**config.mk**
```make
export PLATFORM = sky130hd
export DESIGN_NAME = sirv_debug_entry_ctrl
export DESIGN_NICKNAME = d
export VERILOG_FILES = /design/src/rtl/sirv_debug_entry_ctrl.sv
export SDC_FILE = /design/constraint.sdc
export NUM_CORES = 1
export LEC_CHECK = 0
export BUFFER_PORTS_ARGS = -buffer_cell sky130_fd_sc_hd__buf_2
export CAP_MARGIN = 30
export CORE_MARGIN = 2
export CORE_UTILIZATION = 47
export DETAILED_ROUTE_END_ITERATION = 7
export PLACE_DENSITY_LB_ADDON = 0.05
export SETUP_SLACK_MARGIN = 0.02
export SLEW_MARGIN = 20
export SYNTH_ARGS = -nofsm -noshare
export SYNTH_HDL_FRONTEND = slang
export SYNTH_SLANG_ARGS = --single-unit
```
**constraint.sdc**
```tcl
create_clock -name clk -period 1.9 [get_ports clk]
set_input_delay 0.19 -clock clk [delete_from_list [all_inputs] [get_ports clk]]
set_output_delay 0.19 -clock clk [all_outputs]
set_load 0.02 [all_outputs]
```
**src/rtl/sirv_debug_entry_ctrl.sv**
```systemverilog
// sirv_debug_entry_ctrl: commit-side debug mode entry/exit with DPC/DCAUSE strobes and flush handshake; optional reset-halt via SIRV_DBG_RESETHALT_EN
module sirv_debug_entry_ctrl #(
  parameter int          PC_SIZE        = 32,
  parameter logic [31:0] DEBUG_ENTRY_PC = 32'h0000_0800
) (
  input  logic               clk,
  input  logic               rst,
`ifdef SIRV_DBG_RESETHALT_EN
  input  logic               i_resethaltreq,
`endif
  input  logic               i_cmt_valid,
  input  logic [PC_SIZE-1:0] i_cmt_pc,
  input  logic [PC_SIZE-1:0] i_cmt_npc,
  input  logic               i_cmt_ebreak,
  input  logic               i_cmt_dret,
  input  logic [1:0]         i_cmt_priv,
  input  logic               dbg_irq_r,
  input  logic               dbg_mode,
  input  logic               dbg_step_r,
  input  logic               dbg_ebreakm_r,
  input  logic               dbg_ebreaks_r,
  input  logic               dbg_ebreaku_r,
  input  logic [PC_SIZE-1:0] dpc_r,
  output logic               o_cmt_kill,
  output logic               o_cmt_block,
  output logic [PC_SIZE-1:0] cmt_dpc,
  output logic               cmt_dpc_ena,
  output logic [2:0]         cmt_dcause,
  output logic               cmt_dcause_ena,
  output logic               o_flush_req,
  output logic [PC_SIZE-1:0] o_flush_pc,
  input  logic               i_flush_ack
);
  localparam logic [PC_SIZE-1:0] ENTRY_PC = PC_SIZE'(DEBUG_ENTRY_PC);
  typedef enum logic [1:0] {RUN, ENTER_WAIT, DEBUG, EXIT_WAIT} state_t;
  state_t state, nxt;
  logic ebk_en, run_ok, run_ebk, run_halt, run_step, run_entry, dbg_ebk, dbg_dret, ack, rh_now;
  logic [2:0] entry_cause;
`ifdef SIRV_DBG_RESETHALT_EN
  logic first, rh_pend;
  assign rh_now = first ? i_resethaltreq : rh_pend;
  always_ff @(posedge clk) begin
    if (rst) begin
      first   <= 1'b1;
      rh_pend <= 1'b0;
    end else begin
      first   <= 1'b0;
      rh_pend <= rh_now & !run_entry;
    end
  end
`else
  assign rh_now = 1'b0;
`endif
  always_comb begin
    ebk_en      = i_cmt_priv == 2'd3 ? dbg_ebreakm_r :
                  i_cmt_priv == 2'd1 ? dbg_ebreaks_r :
                  i_cmt_priv == 2'd0 ? dbg_ebreaku_r : 1'b0;
    run_ok      = state == RUN & i_cmt_valid & !dbg_mode;
    run_ebk     = run_ok & i_cmt_ebreak & ebk_en;
    run_halt    = run_ok & !run_ebk & (dbg_irq_r | rh_now);
    run_step    = run_ok & !run_ebk & !run_halt & dbg_step_r;
    run_entry   = run_ebk | run_halt | run_step;
    entry_cause = run_ebk ? 3'd1 : run_halt ? (rh_now ? 3'd5 : 3'd3) : 3'd4;
    dbg_ebk     = state == DEBUG & i_cmt_valid & i_cmt_ebreak;
    dbg_dret    = state == DEBUG & i_cmt_valid & i_cmt_dret & !i_cmt_ebreak;
    o_cmt_kill  = run_ebk | run_halt | dbg_ebk;
    ack         = o_flush_req & i_flush_ack;
    nxt         = (run_entry | dbg_ebk) ? ENTER_WAIT :
                  dbg_dret ? EXIT_WAIT :
                  !ack ? state :
                  state == ENTER_WAIT ? DEBUG :
                  state == EXIT_WAIT ? RUN : state;
  end
  always_ff @(posedge clk) begin
    if (rst) begin
      state          <= RUN;
      o_cmt_block    <= 1'b0;
      cmt_dpc        <= '0;
      cmt_dpc_ena    <= 1'b0;
      cmt_dcause     <= 3'd0;
      cmt_dcause_ena <= 1'b0;
      o_flush_req    <= 1'b0;
      o_flush_pc     <= '0;
    end else begin
      state          <= nxt;
      o_cmt_block    <= nxt == ENTER_WAIT | nxt == EXIT_WAIT;
      cmt_dpc_ena    <= run_entry;
      cmt_dcause_ena <= run_entry | dbg_dret;
      if (run_entry) begin
        cmt_dpc    <= run_step ? i_cmt_npc : i_cmt_pc;
        cmt_dcause <= entry_cause;
      end else if (dbg_dret)
        cmt_dcause <= 3'd0;
      if (ack)
        o_flush_req <= 1'b0;
      else if (run_entry | dbg_ebk | dbg_dret) begin
        o_flush_req <= 1'b1;
        o_flush_pc  <= dbg_dret ? dpc_r : ENTRY_PC;
      end
    end
  end
endmodule

```
==> results by stage <==
Clocking:
- The number of hold buffers added after CTS was 0.
- The clock drives between 70 and 80 sinks.
- The CTS tree is yes.
- The post-CTS setup repair buffer count is 0.
- Clock-pin slew was measured on the worst setup and hold paths at roughly 0.080 ns.
- For the worst-skew pair, the clock arrives at the later sink with an insertion delay of about 0.34 ns.
- The clock passes through at most 2 buffers.
- The root buffer cell chosen for the clock tree is clkbuf_8.
- The number of levels in the clock H-tree is 3.
- TritonCTS created 9 clock buffers.

Drt:
- The routed via count divided by cell count is 5.973.
- Dividing the detail-routed wire length by the instance count gives between 15 and 20 um.
- The detailed router finished its first iteration with between 200 and 250 violations.
- The number of DRC violations after detailed routing is 0.
- Summed over all layers, the routed wires come to approximately 12 mm.
- The number of antenna-violating nets in the routed design is 0.
- The total via count in the routed design is 4151.
- The first detailed-routing pass ran for 5 iterations.

Power and ir drop:
- The switching part of the total power is between 20% and 30%.
- For this design the total switching power over the nets is about 1.0 mW.
- In this run, flip-flops and latches consume 43.1% of the power.
- The part of the total power dissipated in combinational logic is 17.9%.
- Of the total power, the clock network draws approximately two fifths.
- The static leakage power is just over 2 nW.
- The total power after layout is 3.727 mW.
- In this run the power density over the cells is between 700 and 800 mW/mm^2.
- The maximum VDD drop is between 400 and 500 uV.
- The cell-internal power is between 2 and 3 mW.

Global route:
- The met2 usage is a little over two fifths.
- Global routing consumed, on the met3 layer, about 5.5% of the routing resources.
- The all-layer global routing usage is roughly a quarter.
- The global routing stage identified its most utilized layer as met2.
- For met1 alone, demand over resource in global routing was between 30% and 40%.
- The number of global-route vias before repair is 3794.
- The leftover overflow at the end of global routing is 0.
- The initial antenna violation count is 1.
- The largest net degree at the start of global routing is 38.
- The first-pass GRT wire length is approximately 19 mm.

Timing:
- The number of max-slew violations in the final report is 0.
- The count of endpoints failing hold in the final timing report was 0.
- The maximum operating frequency is 575.0 MHz.
- The worst slew margin relative to its limit is ~70%.
- The post-route clock skew is about 0.0096 ns.
- The total negative slack is 0 ns.
- For the pin with the worst max-slew slack, the measured transition is around 0.45 ns.
- Setup violations remaining at the end of the flow were counted as 0.
- After layout, the worst path uses between 90% and 100% of the clock period.
- The worst path meets setup with 0.1610 ns of slack.
- The time the final worst path needs with I/O delays and setup is about 1.7 ns.
- Setup repair after global routing left no endpoint under its margin.

Outcome:
- The run finished with clean final reports.

Worst setup path:
- The endpoint of the worst register-to-register path is cmt_dpc[24].
- Data on the critical path is required at its endpoint by 1.71 ns.
- The startpoint type of the worst setup path is a flip-flop.
- The worst setup path is captured at an output port.
- Measured in cells, the most critical reg-to-reg path has a length of 7.
- The minimum setup slack among reg-to-reg paths is ~0.23 ns.
- The start-to-end type of the worst setup path is reg -> out.
- Data on the critical path arrives at its endpoint at between 1.5 and 2 ns.
- The maximum fanout count along the critical path is 3.
- The most critical setup path has its startpoint at state[0].
- The start of the worst register-to-register path is state[0].

Logic synthesis:
- The net count after synthesis is about 540.
- In this run the cell area of the synthesized design comes to between 0.003 and 0.004 mm^2.
- Counting flops and latches in the post-synthesis netlist gives between 70 and 80.
- The synthesized area per cell is a little under 9 um^2.
- The netlist uses 39 different library cells.
- Yosys printed 0 warnings.
- The count of mapped cells out of synthesis is about 430.
- Of the synthesized area, sequential elements account for approximately two fifths.

Finish:
- The non-filler instance count after layout is about 700.
- The repair_antennas step left the layout with diodes totalling 0.
- In the final layout, flip-flops and latches occupy 0.001441 mm^2.
- The proportion of layout cells with a drive suffix above 1 is between 30 and 40%.
- The net count reported at finish is about 700.
- The number of fillers in the final layout is 708.
- The combined area of the multi-input logic cells is approximately 0.0020 mm^2.
- Relative to the synthesized area, the layout overhead comes to 30.24%.

Die:
- The die boundary height is between 90 and 100 um.
- The floorplan has 32 rows.
- The core region is 0.007727 mm^2.
- The initial utilization of the core area, before any placement, comes to about half.
- The horizontal die dimension is just over 90 um.
- The count of boundary I/O pins is 182.
- The full die area is between 0.008 and 0.009 mm^2.

Place:
- The count of input and output buffers is between 150 and 200.
- The placement-stage worst setup slack is about 0.24 ns.
- The HPWL after detailed placement is roughly 8 mm.
- The routability-driven placement congestion ratio is roughly 0.83.
- The number of placed instances, taps included is 680.

Min path:
- The startpoint identified for the worst hold timing path is dpc_r[15].
- The type of the most critical hold path is in -> reg.
- The hold-critical path depth is 3.
- The path with the worst hold slack has its endpoint at o_flush_pc[15].

Job:
- Max-cap violations in this run came to 0.
==> per-layer routing <==
metal,vias to the layer above,wire (um)
met3,18,1045
li1,1994,-
met4,2,165
met5,-,13
met2,198,5411
met1,1939,5106
==> cell families (layout without fill, tap and decap cells) <==
group | after synthesis | count (layout) | synth area share [%]
buffers and inverters | 60 | 224 | 9.771
multiplexers | 2 | 2 | 0.6646
adder cells (fa/ha/maj) | 2 | 2 | 0.6646
AO/OA/AOI/OAI | 175 | 175 | 30.87
flip-flops | 72 | 72 | 38.29
AND/OR/NAND/NOR | 118 | 118 | 19.74
==> sequential cells by signal (all words and copies together), names as in the netlist <==
signal          cells
state               2
cmt_dcause_ena      1
o_flush_req         1
o_flush_pc         32
cmt_dcause          3
cmt_dpc            32
cmt_dpc_ena         1
==> power groups by stage <==
stage	Clock [mW]	Sequential [mW]	Combinational, mW
6_report	1.45	1.61	0.668
2_1_floorplan	0	1.72	0.328
3_3_place_gp	0	1.64	0.657
3_5_place_dp	0	1.64	0.661
4_1_cts	1.48	1.61	0.664
5_1_grt	1.54	1.61	0.727
==> how the worst max path moves through the flow <==
stage,endpoint,slack [ns],depth (start not counted)
floorplan,o_cmt_kill,0.19,7
global placement,cmt_dpc[29],0.32,7
detailed placement,cmt_dpc[7],0.24,7
CTS,o_cmt_kill,0.08,6
global route,cmt_dpc[24],0.03,7
finish,o_cmt_kill,0.16,6
==> area by class of cell <==
class	instances	area share (%)
Clock buffer	10	2.603
Tap cell	102	2.603
Inverter	5	0.3828
Sequential cell	72	29.40
Timing Repair Buffer	204	22.84
Multi-Input combinational cell	297	40.01
Clock inverter	5	2.169
==> synthesized netlist by cell type (all sizes together) <==
| cell | instances | share of area (%) |
|---|---|---|
| mux2i | 1 | 0.27 |
| dlygate4sd3 | 2 | 0.53 |
| clkbuf | 25 | 3.6 |
| o21a | 1 | 0.23 |
| a21boi | 1 | 0.20 |
| nand2b | 2 | 0.33 |
| nand2 | 5 | 0.50 |
| a22oi | 31 | 6.2 |
| nor4 | 32 | 5.3 |
| nor2 | 3 | 0.37 |
| nor3 | 34 | 4.5 |
| dfxtp | 72 | 38 |
| nand4b | 1 | 0.63 |
| buf | 27 | 4.9 |
| and2 | 3 | 0.50 |
| o211ai | 34 | 7.1 |
| nand3b | 33 | 6.7 |
| a311oi | 1 | 0.23 |
| a21oi | 69 | 9.2 |
| a21bo | 1 | 0.27 |
| ha | 2 | 0.66 |
| a211o | 1 | 0.23 |
| dlygate4sd1 | 1 | 0.23 |
| nand3 | 3 | 0.40 |
| a211oi | 33 | 6.6 |
| and4b | 1 | 0.27 |
| and3b | 1 | 0.23 |
| o211a | 1 | 0.27 |
| o21ai | 2 | 0.37 |
| mux2 | 1 | 0.40 |
| inv | 5 | 0.50 |
==> cell usage in the layout (no fill, tap or decap), types with 2 or more instances in the layout <==
master / count
bufinv_16: 3
nor4_1: 32
nand2b_1: 2
nor3_1: 34
a22oi_1: 31
buf_4: 19
buf_2: 181
buf_12: 3
o211ai_1: 33
a211oi_1: 33
nand3b_1: 32
o21ai_2: 2
a21oi_1: 69
and2_1: 3
nand2_1: 5
clkbuf_8: 9
nand3_1: 3
dfxtp_1: 72
inv_1: 5
ha_1: 2
nor2_2: 2
==> worst max-delay path, cell delays in order, from the launching register on <==
cell	delay [ns]
dfxtp_1	0.36
inv_1	0.07
ha_1	0.22
and3b_1	0.23
o21ai_2	0.09
nand2_1	0.08
buf_2	0.17
==> what timing repair did <==
| action | 4_1_cts | 5_1_grt |
|---|---|---|
| resized for setup | 0 | 3 |
| endpoints found under the hold margin | 0 | 0 |
| endpoints found under the setup margin | 0 | 2 |
==> through the flow <==
step / area [um^2] / util (%) / hold slack (ns)
final: 4903 / 63.46 / 0.1393
after CTS: 4896 / 63.36 / 0.1200
after global placement: 4662 / 60.33 / 0.4527
after floorplan: 3765 / - / 0.3918
after global routing: 4903 / 63.46 / 0.1329
after detailed placement: 4662 / 60.33 / 0.4575
Note: power is estimated with default switching activity, not from simulation.
